**src/rtl/dma_copy_ctrl.sv**
```systemverilog
// Chunked memory-to-memory copy controller: splits a byte range into master-sized
// chunks, kicks read and write masters together and streams words read->write buffer.
module dma_copy_ctrl #(
    parameter int ADDRESSWIDTH = 28,
    parameter int DATAWIDTH    = 32,
    parameter int CHUNK_BYTES  = 256
) (
    input  logic                    clk,
    input  logic                    reset_n,
    input  logic                    start,
    input  logic [ADDRESSWIDTH-1:0] src_addr,
    input  logic [ADDRESSWIDTH-1:0] dst_addr,
    input  logic [ADDRESSWIDTH-1:0] length,
    output logic                    busy,
    output logic                    done,
    output logic                    error,
    output logic [ADDRESSWIDTH-1:0] words_copied,
    output logic                    ctl_rd_fixed_location,
    output logic                    ctl_wr_fixed_location,
    output logic [ADDRESSWIDTH-1:0] ctl_rd_addr_base,
    output logic [ADDRESSWIDTH-1:0] ctl_rd_length,
    output logic [ADDRESSWIDTH-1:0] ctl_wr_addr_base,
    output logic [ADDRESSWIDTH-1:0] ctl_wr_length,
    output logic                    ctl_rd_go,
    output logic                    ctl_wr_go,
    input  logic                    ctl_rd_done,
    input  logic                    ctl_wr_done,
    output logic                    usr_rd_buffer,
    input  logic [DATAWIDTH-1:0]    usr_rd_buffer_data,
    input  logic                    usr_rd_buffer_nonempty,
    output logic                    usr_wr_buffer,
    output logic [DATAWIDTH-1:0]    usr_wr_buffer_data,
    input  logic                    usr_wr_buffer_full
);

    localparam logic [ADDRESSWIDTH-1:0] CHUNK = ADDRESSWIDTH'(CHUNK_BYTES);

    typedef enum logic [2:0] {
        IDLE      = 3'd0,
        GO        = 3'd1,
        XFER      = 3'd2,
        WAIT_DONE = 3'd3,
        FINISH    = 3'd4,
        FAIL      = 3'd5
    } state_t;

    state_t state, state_nxt;

    logic [ADDRESSWIDTH-1:0] src_q, dst_q, rem_q, word_cnt;
    logic [ADDRESSWIDTH-1:0] chunk_len, chunk_words;
    logic                    rd_seen, wr_seen, post_go;
    logic                    length_ok, move, last_word, both_seen;

    function automatic logic [ADDRESSWIDTH-1:0] clamp_chunk(input logic [ADDRESSWIDTH-1:0] rem);
        return (rem > CHUNK) ? CHUNK : rem;
    endfunction

    // Chunk geometry derives from the remaining count, so it stays fixed until WAIT_DONE exits
    assign chunk_len   = clamp_chunk(rem_q);
    assign chunk_words = chunk_len >> 2;
    assign length_ok   = (length != '0) && (length[1:0] == 2'b00);
    assign move        = (state == XFER) && usr_rd_buffer_nonempty && !usr_wr_buffer_full;
    assign last_word   = move && ((word_cnt + ADDRESSWIDTH'(1)) == chunk_words);
    assign both_seen   = rd_seen && wr_seen;

    assign ctl_rd_fixed_location = 1'b0;
    assign ctl_wr_fixed_location = 1'b0;
    assign ctl_rd_addr_base      = src_q;
    assign ctl_wr_addr_base      = dst_q;
    assign ctl_rd_length         = chunk_len;
    assign ctl_wr_length         = chunk_len;
    assign usr_rd_buffer         = move;
    assign usr_wr_buffer         = move;
    assign usr_wr_buffer_data    = move ? usr_rd_buffer_data : '0;

    always_ff @(posedge clk or negedge reset_n) begin
        if (!reset_n) begin
            state <= IDLE;
        end else begin
            state <= state_nxt;
        end
    end

    always_comb begin
        state_nxt = state;
        busy      = 1'b1;
        done      = 1'b0;
        error     = 1'b0;
        ctl_rd_go = 1'b0;
        ctl_wr_go = 1'b0;
        case (state)
            IDLE: begin
                busy = 1'b0;
                if (start) begin
                    state_nxt = length_ok ? GO : FAIL;
                end
            end
            GO: begin
                ctl_rd_go = 1'b1;
                ctl_wr_go = 1'b1;
                state_nxt = XFER;
            end
            XFER: begin
                if (last_word) begin
                    state_nxt = WAIT_DONE;
                end
            end
            WAIT_DONE: begin
                if (both_seen) begin
                    state_nxt = (rem_q == chunk_len) ? FINISH : GO;
                end
            end
            FINISH: begin
                done      = 1'b1;
                state_nxt = IDLE;
            end
            FAIL: begin
                busy      = 1'b0;
                error     = 1'b1;
                state_nxt = IDLE;
            end
            default: begin
                busy      = 1'b0;
                state_nxt = IDLE;
            end
        endcase
    end

    always_ff @(posedge clk or negedge reset_n) begin
        if (!reset_n) begin
            src_q        <= '0;
            dst_q        <= '0;
            rem_q        <= '0;
            word_cnt     <= '0;
            words_copied <= '0;
            rd_seen      <= 1'b0;
            wr_seen      <= 1'b0;
            post_go      <= 1'b0;
        end else begin
            post_go <= (state == GO);
            case (state)
                IDLE: begin
                    if (start && length_ok) begin
                        src_q        <= src_addr;
                        dst_q        <= dst_addr;
                        rem_q        <= length;
                        words_copied <= '0;
                    end
                end
                GO: begin
                    word_cnt <= '0;
                    rd_seen  <= 1'b0;
                    wr_seen  <= 1'b0;
                end
                XFER: begin
                    if (move) begin
                        word_cnt     <= word_cnt + ADDRESSWIDTH'(1);
                        words_copied <= words_copied + ADDRESSWIDTH'(1);
                    end
                end
                WAIT_DONE: begin
                    if (both_seen) begin
                        src_q <= src_q + chunk_len;
                        dst_q <= dst_q + chunk_len;
                        rem_q <= rem_q - chunk_len;
                    end
                end
                default: begin
                end
            endcase
            // Master done levels are stale until the go has propagated, so skip GO and the cycle after
            if ((state == XFER || state == WAIT_DONE) && !post_go) begin
                if (ctl_rd_done) rd_seen <= 1'b1;
                if (ctl_wr_done) wr_seen <= 1'b1;
            end
        end
    end

endmodule
```
**config.mk**
```make
export PLATFORM = sky130hd
export DESIGN_NAME = dma_copy_ctrl
export DESIGN_NICKNAME = d
export VERILOG_FILES = /design/src/rtl/dma_copy_ctrl.sv
export SDC_FILE = /design/constraint.sdc
export NUM_CORES = 1
export LEC_CHECK = 0
export CORE_MARGIN = 8
export CORE_UTILIZATION = 44
export DETAILED_ROUTE_END_ITERATION = 8
export PLACE_DENSITY = 0.78
export SETUP_SLACK_MARGIN = 0.1
export SLEW_MARGIN = 5
export SYNTH_ARGS = -nofsm -noshare
export SYNTH_HDL_FRONTEND = slang
export SYNTH_SLANG_ARGS = --single-unit
```
**constraint.sdc**
```tcl
create_clock -name clk -period 4.1 [get_ports clk]
set_clock_uncertainty 0.2 [all_clocks]
set_input_delay 0.82 -clock clk [delete_from_list [all_inputs] [get_ports clk]]
set_output_delay 0.82 -clock clk [all_outputs]
set_load 0.05 [all_outputs]
```
==> results of run 1 <==
==> logic make-up after synthesis <==
kind of cell,Yosys count
xor gates and xnor gates,54
muxes,8
buffers and inverters,149
AOI/OAI and AO/OA,400
and+or+nand+nor,511
DFF,146
adders and majority gates,35
other,2
==> critical path, cell delays in order, from the launching register on <==
cell	delay, ns
dfrtp_2	0.44
nor4_4	0.31
nand3_2	0.15
nor3_4	0.20
buf_6	0.15
buf_6	0.14
and2_4	0.16
clkdlybuf4s50_1	0.86
==> synthesized netlist by cell type (all sizes together) (5+ instances only) <==
| master | number |
|---|---|
| a21oi | 111 |
| nor2b | 6 |
| nand2b | 7 |
| nor2 | 157 |
| xnor2 | 22 |
| buf | 60 |
| o22a | 10 |
| mux2i | 5 |
| o22ai | 22 |
| o2bb2a | 5 |
| o31ai | 17 |
| xor2 | 32 |
| and3 | 19 |
| o211ai | 7 |
| dfrtp | 146 |
| clkbuf | 63 |
| or2 | 5 |
| nand3 | 57 |
| a22oi | 13 |
| a311oi | 8 |
| nor3 | 31 |
| inv | 26 |
| a211oi | 7 |
| nand2 | 106 |
| or3 | 15 |
| a31oi | 22 |
| nand4 | 20 |
| and4 | 7 |
| a21o | 15 |
| nor4 | 21 |
| ha | 31 |
| o21ai | 123 |
| and2 | 47 |
==> sequential cells by signal (all words and copies together) (netlist names) <==
name	flops
rd_seen	1
ctl_wr_addr_base	28
state	3
words_copied	28
wr_seen	1
word_cnt	28
post_go	1
ctl_rd_addr_base	28
rem_q	28
==> per-layer routing <==
layer	track usage, %	part of all wire [%]
met3	6.97	9.6
met1	29.5	40
met5	0	0.027
met2	40.8	48
met4	8.31	2.4
==> power by group through the flow <==
stage               sequential [mW]  combinational, mW  clock, mW
global route                   2.55               5.61       1.83
CTS                            2.47               5.10       1.77
global placement               2.46               4.98          0
detailed placement             2.48               5.05          0
floorplan                      3.29               2.45          0
finish                         2.48               5.22       1.76
==> layout make-up <==
class | count | area (µm²)
multi-input cells | 1064 | 6460
inverters | 26 | 101
fillers | 1996 | 8660
repair buffers | 322 | 3470
diodes | 1 | 2.50
well taps | 319 | 399
clock inverters | 12 | 206
flip-flops and latches | 146 | 3660
clock buffers | 19 | 443
==> timing repair <==
| action | in CTS | in global routing |
|---|---|---|
| pin swaps | 1 | 8 |
| gates cloned | 0 | 1 |
| setup buffers | 1 | 7 |
| gates resized for setup | 3 | 24 |
| setup endpoints to repair | 10 | 33 |
==> path summary, 6_finish.rpt <==
kind,to,slack (ns)
setup reg to reg,ctl_wr_addr_base[22]$_DFFE_PN0P_,0.22
hold / removal,word_cnt[8]$_DFFE_PN0P_,0.27
setup / recovery,ctl_wr_length[6],0.22
hold reg to reg,ctl_rd_addr_base[4]$_DFFE_PN0P_,0.31
min in group clk,ctl_rd_addr_base[4]$_DFFE_PN0P_,0.31
max in group asynchronous,word_cnt[10]$_DFFE_PN0P_,2.64
==> run metrics, run 1 <==
initial antenna violation count 2; H-tree depth 4; number of global-route vias before repair 10600; mux share of post-synthesis cell area 0.801%; CP Capture Type primary output; Power Dens Cells 642 nW/µm²; drt pass-1 iters 8; synthesized area per cell 8.02 µm²; clock share of power 18.6%; dpl ws 0.0307 ns; Area Overhead vs Synth 40.9%; Mapped Area 10500 µm²; Final TNS setup 0 ns; unrepaired setup endpoints after global routing yes; post-route design area 14700 µm²; Clock transition at path regs 0.07 ns; Placed Instances 1868; maximum fanout along the worst path 8; Final Hold Viols 0; Logic pwr share 55.2%; Lkg Pwr 6.05 nW; kind of critical path flop to primary output; Flop pwr share 26.2%; Finished Layout Cells 1909; Core Area 23400 µm²; Slew Viols, Final 0; CTS root buffer clkbuf_16; clock buffer depth 2; largest family of logic cells by synthesized area simple AND/OR/NAND/NOR gates; Crit Reg-Reg Startpoint rem_q[12]$_DFFE_PN0P_; Synth Area in Compound Gates 23.6%; MaxCap Viol Count 0; DPL Wire Length 27.1 mm; Fmax 0.257 GHz; DR iter-0 viols 918; async set-reset flop share out of synthesis 100%; gr ovfl total 0; via count 11000; Slew @ Worst Pin 1.01 ns; die area 29000 µm²; Switching Fraction 47.9%; CP arrival 2.86 ns; post-route ant nets 0; EDFF count, synth 0; Area contributors post-synth dfrtp_1 35%, o21ai_0 5.8%, nor2_1 5.6%; nets 1733; Synth top area share 34.9%; simple-gate area share of the yosys netlist 24.5%; Cell Rows 56; RD Place Congestion 0.892; Initial Utilization 44.7%; Area after DPL 13900 µm²; Worst-Skew Late Latency 0.44 ns; GRT Util Overall 24.3%; minimum clock period 3.88 ns; Die H 170 µm; WP data required 3.08 ns; Synth Register Bits 146; drt via density 5.78; final period utilization 94.7%; P_int 4.93 mW; Switch Pwr 4.53 mW; port buffer count 263; part of the Yosys area used for sequential elements 34.9%; commonest non-fill, non-tap cells in the layout 217 x clkdlybuf4s50_1, 155 x nor2_1, 144 x dfrtp_1, 119 x o21ai_0, 110 x a21oi_1; drt total wl 36.5 mm; Final setup viols 0; top-level I/O count 304; final hold slack 0.265 ns; Ys Warns 0; Syn Inst Count 1305; min-delay worst type primary input to asynchronous set/reset pin; Synth Area in XOR/XNOR 4.52%; biggest area consumer among synthesized cells dfrtp_1; status finished, final reports clean; Overall Power 9.47 mW; CP Launch Type flop; Residual DRC 0; first-pass GRT wire length 56.7 mm; clock sink count 146; Worst slew margin 32.1%; WL/cell 19.1 µm; R2R depth 15; Peak VDD IR 0.461 mV; share of layout cells above drive strength 1 12.5%; most common cell after layout, fill and taps aside clkdlybuf4s50_1; largest net degree at the start of global routing 84; Final Util 63.0%; post-synthesis cell type count 76; Synth Flop Type dfrtp_1; Die W 170 µm; worst setup path start rem_q[12]$_DFFE_PN0P_; CTS tree built; worst setup margin 0.216 ns; hold buffer count at CTS 0; Synth Area in Adders 4.28%; clock buffer count from CTS 17
Power figures use the tool's default switching activity.
==> inputs of run 2 (changes only) <==
--- a/config.mk
+++ b/config.mk
@@ -5,7 +5,7 @@
 export SDC_FILE = /design/constraint.sdc
 export NUM_CORES = 1
 export LEC_CHECK = 0
-export CORE_MARGIN = 8
+export CORE_MARGIN = 5
 export CORE_UTILIZATION = 44
 export DETAILED_ROUTE_END_ITERATION = 8
 export PLACE_DENSITY = 0.78
==> run 2 against run 1 <==
Non-clock buffer count is 2 lower. Global-route usage up 1.0 points. Clock power is 2% lower. Routed wire length down 2.5%. Sequential cell count stayed put. Hold slack lost 0.037 ns. Critical path depth stayed put. Final cell count barely moved. Via count rose by 1.0%. Core utilization down 0.35 points. Die area decreased by 6.9%. Critical path type unchanged. Critical endpoint is now ctl_wr_length[2]. Highest routed layer is now met4.
==> run metrics, run 2 (same netlist as run 1, synthesis figures left out) <==
status finished, final reports clean (unchanged); Die H 164 µm (was 170 µm); Worst slew margin 34.9% (was 32.1%); die area 27000 µm² (was 29000 µm²); CP Launch Type flop (unchanged); RD Place Congestion 0.965 (was 0.892); H-tree depth 4 (unchanged); Final Util 62.6% (was 63.0%); Crit path max-delay family buffers and inverters (unchanged); WL/cell 18.6 µm (was 19.1 µm); Power Dens Cells 634 nW/µm² (was 642 nW/µm²); DR iter-0 viols 983 (was 918); Worst-Skew Late Latency 0.44 ns (about the same); final period utilization 94.8% (was 94.7%); first-pass GRT wire length 55.2 mm (was 56.7 mm); CP Cell Sequence nor3_1 > a31oi_2 > nor3_4 > buf_6 > and2_4 > buf_4 > clkdlybuf4s50_1 (was nor4_4 > nand3_2 > nor3_4 > buf_6 > buf_6 > and2_4 > clkdlybuf4s50_1); CP Capture Type primary output (unchanged); R2R depth 15 (unchanged); Clock transition at path regs 0.07 ns (about the same); commonest non-fill, non-tap cells in the layout 221 x clkdlybuf4s50_1, 155 x nor2_1, 145 x dfrtp_1, 121 x o21ai_0, 109 x a21oi_1 (was 217 x clkdlybuf4s50_1, 155 x nor2_1, 144 x dfrtp_1, 119 x o21ai_0, 110 x a21oi_1); number of global-route vias before repair 10700 (was 10600); gr ovfl total 0 (unchanged); drt pass-1 iters 5 (was 8); setup slack, reg-to-reg 0.22 ns (about the same); maximum fanout along the worst path 5 (was 8); CP max stage cell clkdlybuf4s50_1 (unchanged); Critical path buffers and inverters 3 (unchanged); clock buffer count from CTS 17 (unchanged); Die W 164 µm (was 170 µm); post-route ant nets 0 (unchanged); top-level I/O count 304 (unchanged); worst setup path start rem_q[0]$_DFFE_PN0P_ (was rem_q[12]$_DFFE_PN0P_); Core Area 23500 µm² (was 23400 µm²); nets 1731 (was 1733); drt via density 5.84 (was 5.78); Final Hold Viols 0 (unchanged); via count 11100 (was 11000); Slew Viols, Final 0 (unchanged); CTS tree built (unchanged); Initial Utilization 44.6% (was 44.7%); minimum clock period 3.89 ns (was 3.88 ns); WP data required 3.08 ns (about the same); max incr delay on CP 0.81 ns (was 0.86 ns); CTS root buffer clkbuf_16 (unchanged); Residual DRC 0 (unchanged); r2r endpoint ctl_wr_addr_base[12]$_DFFE_PN0P_ (was ctl_wr_addr_base[22]$_DFFE_PN0P_); unrepaired setup endpoints after global routing no (was yes); min-delay worst type primary input to asynchronous set/reset pin (unchanged); Area Overhead vs Synth 40.5% (was 40.9%); MaxCap Viol Count 0 (unchanged); Placed Instances 1863 (was 1868); Final TNS setup 0 ns (unchanged); GRT Util Overall 25.4% (was 24.3%); Cell Rows 56 (unchanged); hold buffer count at CTS 0 (unchanged); drt total wl 35.6 mm (was 36.5 mm); fill count 1954 (was 1996); Finished Layout Cells 1908 (was 1909); Lkg Pwr 6.01 nW (was 6.05 nW); share of layout cells above drive strength 1 12.4% (was 12.5%); initial antenna violation count 1 (was 2); kind of critical path flop to primary output (unchanged); clock buffer depth 2 (unchanged); most common cell after layout, fill and taps aside clkdlybuf4s50_1 (unchanged); port buffer count 263 (unchanged); clock sink count 146 (unchanged); CP arrival 2.87 ns (was 2.86 ns); Fmax 0.257 GHz (about the same); Peak VDD IR 0.452 mV (was 0.461 mV); Overall Power 9.32 mW (was 9.47 mW); DPL Wire Length 26.1 mm (was 27.1 mm); largest net degree at the start of global routing 97 (was 84); Final setup viols 0 (unchanged); Slew @ Worst Pin 0.977 ns (was 1.01 ns); Crit Reg-Reg Startpoint rem_q[0]$_DFFE_PN0P_ (was rem_q[12]$_DFFE_PN0P_)
==> run 2: worst max-delay path by stage <==
stage	to	cells after the start
2_1_floorplan	ctl_wr_addr_base[12]$_DFFE_PN0P_	15
3_3_place_gp	ctl_wr_addr_base[17]$_DFFE_PN0P_	16
3_5_place_dp	ctl_wr_addr_base[17]$_DFFE_PN0P_	16
4_1_cts	ctl_wr_addr_base[17]$_DFFE_PN0P_	16
5_1_grt	ctl_wr_addr_base[12]$_DFFE_PN0P_	15
6_report	ctl_wr_length[2]	7
==> run 2: power by group <==
group	switching [mW]	leakage (nW)	internal, mW	total, mW
clock network	0.720	0.307	0.998	1.72
logic	3.22	3.87	1.89	5.11
registers	0.601	1.83	1.89	2.50
total	4.54	6.01	4.78	9.32
==> run 2: metrics by stage <==
step	hold WS, ns	area [µm²]	setup slack [ns]
floorplan	0.271	10800	0.0620
global placement	0.291	13900	0.123
detailed placement	0.300	13900	0.0196
CTS	0.253	14500	0.0883
global route	0.283	14700	0.0895
finish	0.228	14700	0.212
==> run 2: final cells by class <==
cell class                 instances  area, µm²  share of cell area, %
multi-input combinational       1064       6470                   44.0
sequential                       146       3650                   24.9
timing repair buffer             320       3440                   23.4
clock buffer                      18        439                   2.99
tap                              319        399                   2.71
clock inverter                    14        198                   1.34
inverter                          26        101                  0.689
antenna                            1       2.50                 0.0170
==> run 2: worst reg2reg max path, cell delays in order, from the launching register on <==
cell      delay (ns)
dfrtp_1         0.43
nor3_1          0.32
a31oi_2         0.21
nor3_4          0.23
buf_6           0.16
and2_4          0.17
ha_4            0.21
nor2b_4         0.14
or2_2           0.30
a31o_4          0.26
a221oi_4        0.33
o21a_4          0.21
nor2_2          0.08
a31oi_1         0.18
nor2_1          0.05
o2bb2a_1        0.29
==> run 2: metal layers <==
metal  up-vias  global-route usage (%)  routed length (µm)
li1       5180                       -                   -
met5         -                       0                   0
met3        74                    6.02                3320
met4         0                    8.27                 922
met2       553                    42.8               17300
met1      5337                    32.0               14100
==> run 2: repair_timing <==
action                                 in CTS  in global routing
gates resized for setup                     5                 19
setup endpoints to repair                   8                 29
cloned                                      0                  2
pin swaps                                   1                 12
endpoints found under the hold margin       0                  0
setup buffers                               1                  9
